$ cat config.mk
export PLATFORM = sky130hd
export DESIGN_NAME = bit_serial_alu_seq
export DESIGN_NICKNAME = d
export VERILOG_FILES = /design/src/rtl/bit_serial_alu_seq.sv
export SDC_FILE = /design/constraint.sdc
export NUM_CORES = 1
export LEC_CHECK = 0
export ABC_AREA = 1
export CORE_ASPECT_RATIO = 0.7
export CORE_MARGIN = 10
export CORE_UTILIZATION = 44
export CTS_CLUSTER_SIZE = 20
export DETAILED_ROUTE_END_ITERATION = 10
export HOLD_SLACK_MARGIN = 0.15
export PLACE_DENSITY = 0.76
export SLEW_MARGIN = 0
export SYNTH_ARGS = -nofsm -noshare
export SYNTH_HDL_FRONTEND = slang
export SYNTH_SLANG_ARGS = --single-unit
$ cat constraint.sdc
create_clock -name clk -period 1.3 [get_ports clk]
set_input_delay 0.26 -clock clk [delete_from_list [all_inputs] [get_ports clk]]
set_output_delay 0.26 -clock clk [all_outputs]
set_load 0.02 [all_outputs]
$ cat src/rtl/bit_serial_alu_seq.sv
// Bit-serial ALU sequencer: runs a WIDTH-bit op through an external 1-bit slice, LSB first.
// Optional macro ALU_SEQ_OVF_EN adds a registered signed-overflow flag; otherwise ovf is tied 0.
module bit_serial_alu_seq #(
  parameter int WIDTH = 8,
  parameter int CW    = 4
) (
  input  logic             clk,
  input  logic             rst,
  input  logic             start,
  input  logic [2:0]       op_code,
  input  logic [WIDTH-1:0] a_in,
  input  logic [WIDTH-1:0] b_in,
  output logic             busy,
  output logic             done,
  output logic [WIDTH-1:0] result,
  output logic             carry_out,
  output logic             zero,
  output logic             ovf,
  output logic             slice_a,
  output logic             slice_b,
  output logic             slice_ainv,
  output logic             slice_binv,
  output logic [1:0]       slice_op,
  output logic             slice_cin,
  input  logic             slice_out,
  input  logic             slice_cout
);

  localparam logic [CW-1:0] LAST_IDX = CW'(WIDTH - 1);

  typedef enum logic [1:0] {
    ST_IDLE = 2'd0,
    ST_RUN  = 2'd1,
    ST_DONE = 2'd2
  } state_t;

  state_t           state_q, state_d;
  logic [WIDTH-1:0] a_q, a_d, b_q, b_d;
  logic [WIDTH-1:0] result_q, result_d;
  logic             ainv_q, ainv_d, binv_q, binv_d;
  logic [1:0]       sop_q, sop_d;
  logic             arith_q, arith_d;
  logic             carry_q, carry_d;
  logic [CW-1:0]    idx_q, idx_d;
  logic             carry_out_q, carry_out_d;
  logic             zero_q, zero_d;
`ifdef ALU_SEQ_OVF_EN
  logic             ovf_q, ovf_d;
`endif

  logic             dec_ainv, dec_binv, dec_cin, dec_arith;
  logic [1:0]       dec_sop;
  logic [WIDTH-1:0] bit_sel, result_ins;
  logic             a_bit, b_bit, run;

  assign run = (state_q == ST_RUN);

  // One-hot select of the active bit; result_ins is result with slice_out merged at that bit.
  genvar gi;
  generate
    for (gi = 0; gi < WIDTH; gi++) begin : g_bit
      assign bit_sel[gi]    = (idx_q == CW'(gi));
      assign result_ins[gi] = bit_sel[gi] ? slice_out : result_q[gi];
    end
  endgenerate

  assign a_bit = |(a_q & bit_sel);
  assign b_bit = |(b_q & bit_sel);

  always_comb begin
    dec_ainv  = 1'b0;
    dec_binv  = 1'b0;
    dec_sop   = 2'b00;
    dec_cin   = 1'b0;
    dec_arith = 1'b0;
    case (op_code)
      3'b000: dec_sop = 2'b00;
      3'b001: dec_sop = 2'b01;
      3'b010: begin dec_sop = 2'b10; dec_arith = 1'b1; end
      3'b011: begin dec_sop = 2'b10; dec_binv = 1'b1; dec_cin = 1'b1; dec_arith = 1'b1; end
      3'b100: dec_sop = 2'b11;
      3'b101: begin dec_sop = 2'b00; dec_ainv = 1'b1; dec_binv = 1'b1; end
      3'b110: begin dec_sop = 2'b01; dec_ainv = 1'b1; dec_binv = 1'b1; end
      default: begin dec_sop = 2'b00; dec_binv = 1'b1; end
    endcase
  end

  always_comb begin
    state_d     = state_q;
    a_d         = a_q;
    b_d         = b_q;
    result_d    = result_q;
    ainv_d      = ainv_q;
    binv_d      = binv_q;
    sop_d       = sop_q;
    arith_d     = arith_q;
    carry_d     = carry_q;
    idx_d       = idx_q;
    carry_out_d = carry_out_q;
    zero_d      = zero_q;
`ifdef ALU_SEQ_OVF_EN
    ovf_d       = ovf_q;
`endif
    case (state_q)
      ST_IDLE: begin
        if (start) begin
          state_d     = ST_RUN;
          a_d         = a_in;
          b_d         = b_in;
          ainv_d      = dec_ainv;
          binv_d      = dec_binv;
          sop_d       = dec_sop;
          arith_d     = dec_arith;
          carry_d     = dec_cin;
          idx_d       = '0;
          result_d    = '0;
          carry_out_d = 1'b0;
          zero_d      = 1'b0;
`ifdef ALU_SEQ_OVF_EN
          ovf_d       = 1'b0;
`endif
        end
      end
      ST_RUN: begin
        result_d = result_ins;
        carry_d  = slice_cout;
        idx_d    = idx_q + CW'(1);
        if (idx_q == LAST_IDX) begin
          state_d     = ST_DONE;
          carry_out_d = arith_q & slice_cout;
          zero_d      = (result_ins == '0);
`ifdef ALU_SEQ_OVF_EN
          // carry_q here is the carry into the MSB.
          ovf_d       = arith_q & (carry_q ^ slice_cout);
`endif
        end
      end
      ST_DONE: state_d = ST_IDLE;
      default: state_d = ST_IDLE;
    endcase
  end

  always_ff @(posedge clk) begin
    if (rst) begin
      state_q     <= ST_IDLE;
      a_q         <= '0;
      b_q         <= '0;
      result_q    <= '0;
      ainv_q      <= 1'b0;
      binv_q      <= 1'b0;
      sop_q       <= 2'b00;
      arith_q     <= 1'b0;
      carry_q     <= 1'b0;
      idx_q       <= '0;
      carry_out_q <= 1'b0;
      zero_q      <= 1'b0;
`ifdef ALU_SEQ_OVF_EN
      ovf_q       <= 1'b0;
`endif
    end else begin
      state_q     <= state_d;
      a_q         <= a_d;
      b_q         <= b_d;
      result_q    <= result_d;
      ainv_q      <= ainv_d;
      binv_q      <= binv_d;
      sop_q       <= sop_d;
      arith_q     <= arith_d;
      carry_q     <= carry_d;
      idx_q       <= idx_d;
      carry_out_q <= carry_out_d;
      zero_q      <= zero_d;
`ifdef ALU_SEQ_OVF_EN
      ovf_q       <= ovf_d;
`endif
    end
  end

  assign busy       = (state_q != ST_IDLE);
  assign done       = (state_q == ST_DONE);
  assign result     = result_q;
  assign carry_out  = carry_out_q;
  assign zero       = zero_q;
`ifdef ALU_SEQ_OVF_EN
  assign ovf        = ovf_q;
`else
  assign ovf        = 1'b0;
`endif
  assign slice_a    = run & a_bit;
  assign slice_b    = run & b_bit;
  assign slice_ainv = run & ainv_q;
  assign slice_binv = run & binv_q;
  assign slice_op   = run ? sop_q : 2'b00;
  assign slice_cin  = run & carry_q;

endmodule
# Word-level counts from Yosys, hierarchy flattened
# Index checks and enable logic that the tools add are counted.
totals:
  regBits: 38
  input_bits: 24
  out_inout_bits: 20
  elab_cells: 82
classes:
  add_sub_neg: 1
  eq_ne: 17
  mux: 28
  n_bitwise: 8
  reduce_logical: 16
ops:
  columns: ["cell", "count"]
  rows:
  - ["$and A8 B8 Y8", 2]
  - ["$eq A4 B3 Y1 const B", 4]
  - ["$mux W1", 16]
  - ["$pmux W8 S2", 1]
  - ["$reduce_or A8 Y1", 2]
  - ["$eq A3 B3 Y1 const B", 3]
  - ["$eq A4 B2 Y1 const B", 2]
  - ["$logic_not A8 Y1", 1]
  - ["$mux W8", 1]
  - ["$pmux W4 S2", 1]
  - ["$and A1 B1 Y1", 6]
  - ["$eq A3 B2 Y1 const B", 2]
  - ["$mux W2", 3]
  - ["$pmux W1 S2", 3]
  - ["$pmux W2 S3", 1]
  - ["$reduce_and A2 Y1", 3]
  - ["$reduce_or A2 Y1", 3]
  - ["$add A4 B1 Y4 const B", 1]
  - ["$eq A4 B1 Y1 const B", 1]
  - ["$logic_not A4 Y1", 1]
  - ["$mux W4", 1]
  - ["$ne A2 B2 Y1 const B", 2]
  - ["$pmux W2 S2", 1]
  - ["$reduce_bool A2 Y1", 2]
  - ["7 further kinds", 7]

# Longest topological paths before layout
# Gate-level depths: netlist of the first run.
logic_depth:
  depth_word: 5
  ltp_mapped: 10
  ltp_nobuf: 9

# Worst setup path after synthesis of the first run
# No wires, ideal clock.
synth_path:
  path_kind: "register to output"
  start: "reg idx_q[1]"
  end: "out slice_a"
  t_arrival_ns: 1.314
  required_ns: 1.040
  slack_ns: -0.274
  stages_incl_launch_ff: 8
  n_path_buf: 0
  cell_sequence: "dfxtp_1 -> ha_1 -> nand2_2 -> nor2_2 -> nand2_1 -> nand2_1 -> a211oi_1 -> a21oi_1"
synth_via:
  elab_chain_cells: 4
  word_cells_on_any_way: 11
  classes_between: "eq/ne: 7; bitwise: 2; reduce/logical: 2"
synth_lines:
  columns: ["item", "line_no", "rtl"]
  rows:
  - ["start, declared", "44", "logic [CW-1:0] idx_q, idx_d;"]
  - ["start signal, assigned", "170", "idx_q <= idx_d;"]
  - ["$eq A4 B1 Y1, or another cell as far along", "62", "assign bit_sel[gi] = (idx_q == CW'(gi));"]
  - ["$and A8 B8 Y8 *", "67", "assign a_bit = |(a_q & bit_sel);"]
  - ["$reduce_or A8 Y1 *", "67", null]
  - ["$and A1 B1 Y1 *", "189", "assign slice_a = run & a_bit;"]
  - ["end, declared", "19", "output logic slice_a,"]
# Every way passes the cells marked *; elsewhere a longest branch is shown, timed or not.

# Final worst setup path of the first run
layout_path:
  start: "reg idx_q[3]"
  end: "out slice_a"
# Same word-level chain as after synthesis.

==> run_results.csv, run 1 <==
group,metric,value,unit
worst_setup_path,critPathMaxStageDelay,0.40,ns
clocking,cts_made_buffers,5,
grt,grt_pass1_vias,2012,
clocking,htree_levels,2,
synth,ys_warn_count,0,
synth,ys_async_sr_fraction,0,
floorplan,boundaryPins,44,
worst_setup_path,cp-end-kind,"output port",
power_and_ir_drop,p_total,3.37,mW
floorplan,die_x,97.4,um
worst_setup_path,required,1.04,ns
floorplan,die-area,0.00722,sq mm
clocking,cts.path.max_buffers,2,
worst_setup_path,reg2reg_from,"idx_q[0]$_SDFFE_PP0P_",
synth,synth_seq_area_share,0.412,
layout,drive_gt1_frac,0.476,
timing,period_minus_slack,1.91,ns
clocking,cts_tree,"done",
synth,yosys.cell_count.top_type,"nand2_1",
timing,slew_violations,0,
floorplan,design.core.area,0.00397,sq mm
timing,worst_pin_slew,0.579,ns
worst_hold_path,holdPathEnd,"carry_out$_SDFFE_PP0P_",
synth,synth_fp_nets,296,
worst_hold_path,hp-class,"flip-flop to flip-flop",
worst_setup_path,crit_chain,"buf_4 -> nor2_2 -> nand3_1 -> nand2_2 -> a211oi_2 -> a21oi_2 -> buf_4",
synth,yosys-top-cells-count,"nand2_1, nor2_1, dfxtp_1",
synth,ys_ff_latch,38,
synth,synth.area.top_cells,"dfxtp_1, nand2_1, nor2_1",
grt,grt_pass1_wl,9420,um
timing,setup_viol,43,
clocking,cts_sinks,38,
worst_setup_path,r2r_end,"zero$_SDFFE_PP0P_",
floorplan,initial_utilization,0.465,
clocking,hold_buffers,0,
timing,fmax,524,MHz
clocking,clk_latency,0.30,ns
layout,fin_cells,424,
layout,finalNetCount,399,
power_and_ir_drop,powerDensity,986,mW/mm^2
worst_setup_path,cpMaxStageDelayCell,"dfxtp_1",
worst_setup_path,cp_max_fo,5,
synth,synth_edf_count,0,
synth,syn_avg_cell_area,6.88,sq um
worst_hold_path,holdPathStages,2,
timing,hold_viol_final,0,
placement,dp_hpwl,4090,um
placement,gp_congestion,0.863,
worst_setup_path,crit_top_cell,"buf_4",
power_and_ir_drop,p_leak,1.41,nW
grt,gr-total-overflow,0,
outcome,outcome,"finished with violations",
drt,drt_iter0_markers,229,
worst_setup_path,r2r_cells,11,
grt,grt_max_degree,22,
drt,ant_nets,0,
floorplan,die_h,74.2,um
drt,vias,2437,
synth,synth.top_cell.area_share,0.412,
synth,yosys_most_used_dff,"dfxtp_1",
layout,antenna_cells,0,
worst_hold_path,hold_path.startpoint,"carry_out$_SDFFE_PP0P_",
power_and_ir_drop,peakVddDrop,1.02,mV
clocking,clk_pin_slew,0.09,ns
layout,syn_to_final_growth,85.6,%
timing,finalCritPeriodShare,1.47,
drt,drc,0,
floorplan,rows,19,
timing,max_slew_margin,0.613,
worst_setup_path,r2r_slack,-0.36,ns
grt,antenna_found_initial,0,
timing,fin_skew,0.00229,ns
drt,drt_wl_total,8030,um
synth,synthCells,268,
drt,dr.pass1.iters,7,
placement,port-buffer-count,42,
synth,ys_types,27,
synth,synth_top_area_cell,"dfxtp_1",
job,drv_cap,0,
timing,final.setup.tns,-5.04,ns
worst_setup_path,path_class,"flip-flop to output port",
timing,rsz0062_at_grt,"true",
placement,place_inst,394,
drt,avgViaCountPerCell,5.75,
drt,routedWlPerCell,18.9,um
outcome,violations,"setup timing",
timing,worst_slack,-0.609,ns
clocking,clock_tree.root_cell,"clkbuf_8",
grt,track_usage,0.159,
worst_setup_path,cp_data_arrival_time,1.65,ns
synth,netlist_area,0.00184,sq mm
placement,place_ws,-0.727,ns
worst_setup_path,startpoint_type,"flip-flop",
==> sequential cells by signal, summed over array words and instances (netlist names), 2 cells and up <==
register and flops:
a_q 8, state_q 2, b_q 8, sop_q 2, result 8, idx_q 4
==> report_power, final <==
group          total, mW  internal [mW]  leakage [nW]  switching (mW)
sequential          1.28           1.23         0.315          0.0524
clock               1.27          0.770        0.0683           0.504
combinational      0.820          0.398          1.02           0.422
total               3.37           2.40          1.41           0.978
==> worst max path at each step <==
stage | startpoint | end | slack (ns) | cells past startpoint
floorplan | idx_q[1]$_SDFFE_PP0P_ | slice_a | -0.08 | 7
global placement | idx_q[0]$_SDFFE_PP0P_ | slice_a | -0.69 | 7
detailed placement | idx_q[2]$_SDFFE_PP0P_ | slice_a | -0.73 | 7
CTS | idx_q[1]$_SDFFE_PP0P_ | slice_a | -0.51 | 7
global route | idx_q[1]$_SDFFE_PP0P_ | slice_a | -0.65 | 7
finish | idx_q[3]$_SDFFE_PP0P_ | slice_a | -0.61 | 7
==> layout by cell type, fill, tap and decap left out, types with 3 or more instances in the layout <==
cell / count
inv_1: 20
inv_4: 4
clkdlybuf4s15_1: 3
buf_4: 47
inv_2: 4
nand2_1: 43
a21oi_1: 9
nand2_2: 11
ha_4: 4
a211oi_2: 5
nor2_2: 11
buf_6: 21
clkbuf_8: 5
dlygate4sd2_1: 6
nand3_2: 3
nand2_4: 3
nand3_1: 19
nor2_1: 21
a21oi_2: 16
dfxtp_4: 3
nand3_4: 3
clkdlybuf4s50_1: 23
nor2_4: 11
dfxtp_1: 33
o21ai_1: 9
o21ai_2: 8
==> routing by layer <==
| metal | global-route usage | wire length, um | vias to the layer above |
|---|---|---|---|
| li1 | - | - | 1080 |
| met1 | 0.188 | 3240 | 1147 |
| met2 | 0.267 | 3720 | 159 |
| met3 | 0.0490 | 700 | 51 |
| met4 | 0.0707 | 362 | 0 |
| met5 | 0 | 0 | - |
==> cell families after synthesis <==
| kind of cell | count (synthesis) | synth area share |
|---|---|---|
| buffers and inverters | 41 | 0.0963 |
| adders and majority gates | 4 | 0.0271 |
| DFF | 38 | 0.412 |
| other | 1 | 0.00203 |
| and+or+nand+nor | 128 | 0.295 |
| AOI/OAI and AO/OA | 56 | 0.167 |
==> worst max-delay path, delay by kind of cell, from the launching register on <==
family | cells | cell delay [ns]
AO/OA/AOI/OAI | 2 | 0.19
buffers and inverters | 2 | 0.33
AND/OR/NAND/NOR | 3 | 0.42
flip-flops | 1 | 0.40
==> what timing repair did <==
action / in CTS / in global routing
endpoints found under the setup margin: 49 / 49
cloned: 0 / 4
hold endpoints to repair: 0 / 0
pin swaps: 14 / 19
buffers inserted: 7 / 13
gates resized for setup: 96 / 94
==> layout make-up <==
| cell class | count | area [sq um] |
|---|---|---|
| inverters | 29 | 124 |
| fillers | 186 | 547 |
| multi-input cells | 190 | 1290 |
| clock inverters | 3 | 68.8 |
| repair buffers | 107 | 1030 |
| well taps | 52 | 65.1 |
| clock buffers | 5 | 68.8 |
| flip-flops and latches | 38 | 774 |
==> metrics by stage <==
stage	hold WS [ns]	utilization	area, sq um
3_3_place_gp	0.453	0.677	2690
2_1_floorplan	0.338	-	1940
6_report	0.481	0.862	3420
5_1_grt	0.498	0.862	3420
4_1_cts	0.478	0.751	2980
3_5_place_dp	0.468	0.677	2690
Note: power is estimated with default switching activity, not from simulation.
==> run 2: changes to the inputs <==
--- a/config.mk
+++ b/config.mk
@@ -11,6 +11,7 @@
 export CORE_UTILIZATION = 44
 export CTS_CLUSTER_SIZE = 20
 export DETAILED_ROUTE_END_ITERATION = 10
+export GPL_TIMING_DRIVEN = 1
 export HOLD_SLACK_MARGIN = 0.15
 export PLACE_DENSITY = 0.76
 export SLEW_MARGIN = 0
==> results of run 2 <==
Same layout as run 1: the final DEF is identical, and so are final timing and power.
